**src/rtl/read_hazard_ctrl.sv**
```systemverilog
// read_hazard_ctrl: read-stage issue slot with busy-bit scoreboard, flush and stall counter
module read_hazard_ctrl #(
    parameter int ADDR_WIDTH = 30,
    parameter int INSN_WIDTH = 32,
    parameter int NUM_REGS   = 32,
    parameter int REG_IDX_W  = 5
) (
    input  logic                  clk,
    input  logic                  rst,
    input  logic                  in_valid,
    output logic                  in_ready,
    input  logic [ADDR_WIDTH-1:0] in_addr,
    input  logic [INSN_WIDTH-1:0] in_insn,
    input  logic [REG_IDX_W-1:0]  in_rs1,
    input  logic [REG_IDX_W-1:0]  in_rs2,
    input  logic                  in_rs1_en,
    input  logic                  in_rs2_en,
    input  logic [REG_IDX_W-1:0]  in_rd,
    input  logic                  in_rd_en,
    output logic                  out_valid,
    input  logic                  out_ready,
    output logic [ADDR_WIDTH-1:0] out_addr,
    output logic [INSN_WIDTH-1:0] out_insn,
    output logic [REG_IDX_W-1:0]  out_rd,
    output logic                  out_rd_en,
    input  logic                  wb_valid,
    input  logic [REG_IDX_W-1:0]  wb_rd,
    input  logic                  flush,
    output logic                  stalled,
    output logic [15:0]           stall_cnt
);
    typedef enum logic {EMPTY, HELD} state_t;
    typedef struct packed {
        logic [ADDR_WIDTH-1:0] addr;
        logic [INSN_WIDTH-1:0] insn;
        logic [REG_IDX_W-1:0]  rs1;
        logic [REG_IDX_W-1:0]  rs2;
        logic [REG_IDX_W-1:0]  rd;
        logic                  rs1_en;
        logic                  rs2_en;
        logic                  rd_en;
    } bundle_t;
    localparam logic [NUM_REGS-1:0] ONE = {{(NUM_REGS-1){1'b0}}, 1'b1};
    state_t              state_q, state_d;
    bundle_t             bun_q, bun_d;
    logic [NUM_REGS-1:0] busy_q, busy_d, wb_mask, eff_busy, set_mask;
    logic [15:0]         stall_q, stall_d;
    logic                held, hazard, issue, accept;
    assign out_addr  = bun_q.addr;
    assign out_insn  = bun_q.insn;
    assign out_rd    = bun_q.rd;
    assign out_rd_en = bun_q.rd_en;
    assign stall_cnt = stall_q;
    // hazard check against the scoreboard with same-cycle writeback bypass, handshakes
    always_comb begin
        held      = state_q == HELD;
        wb_mask   = wb_valid ? ONE << wb_rd : '0;
        eff_busy  = busy_q & ~wb_mask;
        hazard    = (bun_q.rs1_en & eff_busy[bun_q.rs1]) | (bun_q.rs2_en & eff_busy[bun_q.rs2])
                  | (bun_q.rd_en & eff_busy[bun_q.rd]);
        out_valid = held & ~hazard & ~flush;
        stalled   = held & hazard & ~flush;
        issue     = out_valid & out_ready;
        in_ready  = ~flush & (~held | issue);
        accept    = in_valid & in_ready;
        set_mask  = (issue && bun_q.rd_en && bun_q.rd != '0) ? ONE << bun_q.rd : '0;
        busy_d    = flush ? '0 : (busy_q & ~wb_mask) | set_mask;
        busy_d[0] = 1'b0;
        stall_d   = (stalled && stall_q != 16'hFFFF) ? stall_q + 16'd1 : stall_q;
        bun_d     = accept ? '{addr: in_addr, insn: in_insn, rs1: in_rs1, rs2: in_rs2, rd: in_rd,
                               rs1_en: in_rs1_en, rs2_en: in_rs2_en, rd_en: in_rd_en} : bun_q;
    end
    // slot occupancy: flush empties, accept fills, issue alone drains
    always_comb begin
        state_d = flush ? EMPTY : accept ? HELD : issue ? EMPTY : state_q;
    end
    // state registers with synchronous active-low reset
    always_ff @(posedge clk) begin
        if (!rst) begin
            state_q <= EMPTY;
            bun_q   <= '0;
            busy_q  <= '0;
            stall_q <= '0;
        end else begin
            state_q <= state_d;
            bun_q   <= bun_d;
            busy_q  <= busy_d;
            stall_q <= stall_d;
        end
    end
endmodule

```
**config.mk**
```make
export PLATFORM = sky130hd
export DESIGN_NAME = read_hazard_ctrl
export DESIGN_NICKNAME = d
export VERILOG_FILES = /design/src/rtl/read_hazard_ctrl.sv
export SDC_FILE = /design/constraint.sdc
export NUM_CORES = 1
export LEC_CHECK = 0
export ABC_AREA = 0
export CELL_PAD_IN_SITES_DETAIL_PLACEMENT = 2
export CELL_PAD_IN_SITES_GLOBAL_PLACEMENT = 2
export CORE_AREA = 2 2 170 172
export DETAILED_ROUTE_END_ITERATION = 8
export DIE_AREA = 0 0 172 174
export PLACE_DENSITY_LB_ADDON = 0.1
export SLEW_MARGIN = 15
export SYNTH_ARGS = -nofsm -noshare
export SYNTH_HDL_FRONTEND = slang
export SYNTH_SLANG_ARGS = --single-unit
```
**constraint.sdc**
```tcl
create_clock -name clk -period 4.3 [get_ports clk]
set_clock_uncertainty 0.2 [all_clocks]
set_input_delay 0.86 -clock clk [delete_from_list [all_inputs] [get_ports clk]]
set_output_delay 0.86 -clock clk [all_outputs]
set_load 0.02 [all_outputs]
```
==> metrics.md <==
| Metric | Value |
|---|---|
| Vias per inst | 4.95 |
| Total standard cell area after synthesis | 6900 µm² |
| Die outline height | 174 µm |
| Result of the run | finished, violations left |
| Reg-to-reg slack, setup | 0.73 ns |
| Number of inserted filler cells in the final layout | 3,189 |
| Net switching power | 0.978 mW |
| Final antenna-violating net count | 0 |
| Cts bufs inserted | 17 |
| Sum of met2 wire segment lengths after detailed routing | 13,500 µm |
| Synth Instances | 857 |
| Fraction of post-synthesis cell area in the top cell type by area | 37.1% |
| CTS tree | done |
| Max H-tree Level | 4 |
| Syn avg cell area | 8.05 µm² |
| Final sum of negative setup slack | -0.119 ns |
| Initial antenna violation count | 0 |
| Share of cells above drive strength 1 | 21.8% |
| Cell count of the worst hold path | 2 |
| Origin of the worst min-delay path | out_addr[21] |
| Detailed-route via count | 7,150 |
| I/O pins | 178 |
| Number of nets in the final layout | 1,138 |
| M1 wire length | 13,100 µm |
| Max-Cap Viols | 0 |
| Dominant cell by count in the synthesized netlist | sky130_fd_sc_hd__dfxtp_1 |
| Detail Placement HPWL | 21,500 µm |
| Final critical path time including I/O delays and setup | 4.36 ns |
| Clock network power share | 43.6% |
| Number of different library cells in the post-synthesis netlist | 70 |
| DIE AREA | 29,900 µm² |
| Worst hold slack after final layout | 0.257 ns |
| Count of buffers from port buffering | 177 |
| Count of state elements after synthesis | 128 |
| Endpoint type of the worst setup path | primary output |
| Core outline area | 28,200 µm² |
| Highest Clock Rate | 229 MHz |
| Global-route wire length before repair | 44,800 µm |
| Horizontal die dimension | 172 µm |
| Dominant cell type by area after synthesis | sky130_fd_sc_hd__dfxtp_1 |
| Vias in the first global route | 7,509 |
| Root cell of the clock tree | sky130_fd_sc_hd__clkbuf_16 |
| Area growth, synth to finish | 49.0% |
| Sw Share | 29.8% |
| Peak supply drop | 0.173 mV |
| Leakage power summed over all cells | 3.67 nW |
| Post-synthesis sequential area ratio | 37.1% |
| Final Wtd Congestion | 0.917 |
| Diodes inserted | 0 |
| Top layer in use | met4 |
| Leading cell types by total area after synthesis | sky130_fd_sc_hd__dfxtp_1, sky130_fd_sc_hd__nand3_1, sky130_fd_sc_hd__buf_4 |
| Global-route usage over all layers | 19.6% |
| Quantity of hold-fixing buffers added after cts | 0 |
| Count of unresolved DRC violations after routing | 0 |
| Average detailed-routed wire length per instance | 20.3 µm |
| RSZ-0062 raised after global routing | yes |
| Worst reg2reg path endpoint | bun_q[11] |
| PD cells | 319 nW/µm² |
| Number of synthesized flops with an enable pin | 0 |
| Data arrival time of the worst path | 3.30 ns |
| Post-synthesis net count | 949 |
| Initial detailed-routing violation count | 409 |
| Share of the core filled with cells | 36.4% |
| Total power of the final layout | 3.28 mW |
| Starting density of the core | 24.4% |
| Power Internal | 2.30 mW |
| Total congestion overflow after global routing | 0 |
| Commonest cells in the synthesized netlist | sky130_fd_sc_hd__dfxtp_1, sky130_fd_sc_hd__nand3_1, sky130_fd_sc_hd__nand2_1 |
| Num Clock Sinks | 128 |
| Most instantiated flip-flop cell in the synthesis netlist | sky130_fd_sc_hd__dfxtp_1 |
| Endpoint required time on the critical path | 3.24 ns |
| Maximum root-to-sink buffer count | 2 |
| Critical setup path kind | in2out |
| Total length of routed met3 wires | 1850 µm |
| Pins over their slew limit | 0 |
| Violated checks | setup timing |
| Seq pwr share | 39.0% |
| Hold crit path type | reg2reg |
| Ys Warns | 0 |
| First-pass detailed-route iteration total | 5 |
| Critical-path maximum fanout | 5 |
| Ys async rst share | 0% |
| Launch instance of the worst register-to-register path | out_rd[1] |
| Worst-path clk slew | 0.07 ns |
| Worst-case hold path end point | out_addr[21] |
| Worst rel slew slack | 36.3% |
| Final routed wirelength across all metal layers | 29,300 µm |
| Tcrit/Tclk final | 101% |
| Slew at the pin closest to its max-slew limit | 0.955 ns |
| Portion of total power attributed to combinational logic | 17.4% |
| Type of element launching the critical path | input port |
| # rows | 62 |
| Count of final setup violators | 3 |
| Smallest setup slack after layout | -0.0621 ns |
| Final hold violation count | 0 |
| Worst-case reg-to-reg path depth | 12 |
| Maximum number of pins on one net before global-route repair | 95 |
| Later-pin clock latency in the skew report | 0.42 ns |
==> cell families after synthesis <==
logic type	synth area share, %
AND/OR/NAND/NOR	23.6
AO/OA/AOI/OAI	21.5
XOR/XNOR	0.381
adder cells (fa/ha/maj)	0.181
flip-flops	37.1
buffers and inverters	13.7
multiplexers	3.50
==> through the flow <==
stage | area, µm² | std cells | worst slack (ns)
after floorplan | 6910 | 857 | -0.0513
after global placement | 9220 | 1391 | -1.11
after detailed placement | 9220 | 1391 | -1.20
after CTS | 10100 | 1436 | -0.115
after global routing | 10300 | 1443 | -0.117
final | 10300 | 1443 | -0.0621
==> layout by cell type (no fill, tap or decap), types with 6 or more instances in the layout <==
cell type,instances
sky130_fd_sc_hd__a21o_1,6
sky130_fd_sc_hd__a21oi_1,25
sky130_fd_sc_hd__and3_1,11
sky130_fd_sc_hd__buf_12,11
sky130_fd_sc_hd__buf_4,117
sky130_fd_sc_hd__buf_6,13
sky130_fd_sc_hd__clkbuf_16,17
sky130_fd_sc_hd__clkdlybuf4s50_1,167
sky130_fd_sc_hd__dfxtp_1,128
sky130_fd_sc_hd__inv_1,17
sky130_fd_sc_hd__mux4_2,7
sky130_fd_sc_hd__nand2_1,101
sky130_fd_sc_hd__nand3_1,109
sky130_fd_sc_hd__nand4_1,13
sky130_fd_sc_hd__nor2_1,26
sky130_fd_sc_hd__o2111ai_1,7
sky130_fd_sc_hd__o211ai_1,12
sky130_fd_sc_hd__o21a_1,7
sky130_fd_sc_hd__o21ai_0,8
sky130_fd_sc_hd__o21ai_1,92
sky130_fd_sc_hd__o21ai_2,9
sky130_fd_sc_hd__o22ai_1,25
==> worst max-delay path: stages <==
cell                       delay (ns)
sky130_fd_sc_hd__buf_4           0.12
sky130_fd_sc_hd__buf_6           0.13
sky130_fd_sc_hd__nand2_4         0.09
sky130_fd_sc_hd__buf_12          0.13
sky130_fd_sc_hd__buf_6           0.11
sky130_fd_sc_hd__o21ai_4         0.06
sky130_fd_sc_hd__buf_6           0.13
sky130_fd_sc_hd__mux4_2          0.44
sky130_fd_sc_hd__o211a_1         0.23
sky130_fd_sc_hd__or4_4           0.43
sky130_fd_sc_hd__and2_4          0.17
sky130_fd_sc_hd__a21boi_4        0.18
sky130_fd_sc_hd__nor2_2          0.07
sky130_fd_sc_hd__buf_6           0.13
==> layer usage <==
metal / global-route usage [%] / up-vias
met2: 31.1 / 199
met3: 5.42 / 38
li1: - / 3433
met5: 0 / -
met4: 7.21 / 0
met1: 25.3 / 3480
==> final cells by class <==
cell class / count / area [µm²] / share of cell area, %
Multi-Input combinational cell: 573 / 3650 / 35.5
Timing Repair Buffer: 309 / 2950 / 28.7
Clock buffer: 19 / 453 / 4.41
Tap cell: 384 / 480 / 4.67
Clock inverter: 13 / 119 / 1.16
Inverter: 17 / 63.8 / 0.621
Sequential cell: 128 / 2560 / 24.9
==> sequential cells by signal, summed over array words and instances (netlist names) <==
signal     flops
out_insn      32
busy_q        31
out_addr      30
stall_cnt     16
bun_q         12
out_rd         5
held           1
out_rd_en      1
==> how the worst max path moves through the flow <==
stage	cells past startpoint	slack, ns	start	to
after floorplan	12	-0.05	wb_rd[0]	in_ready
after global placement	14	-1.11	wb_rd[2]	in_ready
after detailed placement	14	-1.20	wb_rd[2]	in_ready
after CTS	13	-0.12	wb_rd[0]	in_ready
after global routing	13	-0.12	wb_rd[2]	in_ready
final	14	-0.06	wb_rd[3]	in_ready
==> power by group through the flow <==
stage	Clock [mW]	Sequential [mW]	Combinational [mW]
2_1_floorplan	0	1.28	0.320
3_3_place_gp	0	1.30	0.537
3_5_place_dp	0	1.31	0.540
4_1_cts	1.48	1.28	0.566
5_1_grt	1.53	1.29	0.618
6_report	1.43	1.28	0.571
==> timing repair <==
item / CTS / global route
cloned: 1 / 0
endpoints found under the setup margin: 38 / 3
gates resized for setup: 79 / 45
endpoints found under the hold margin: 0 / 0
buffers inserted: 13 / 10
pin swaps: 18 / 26
Note: power is estimated with default switching activity, not from simulation.
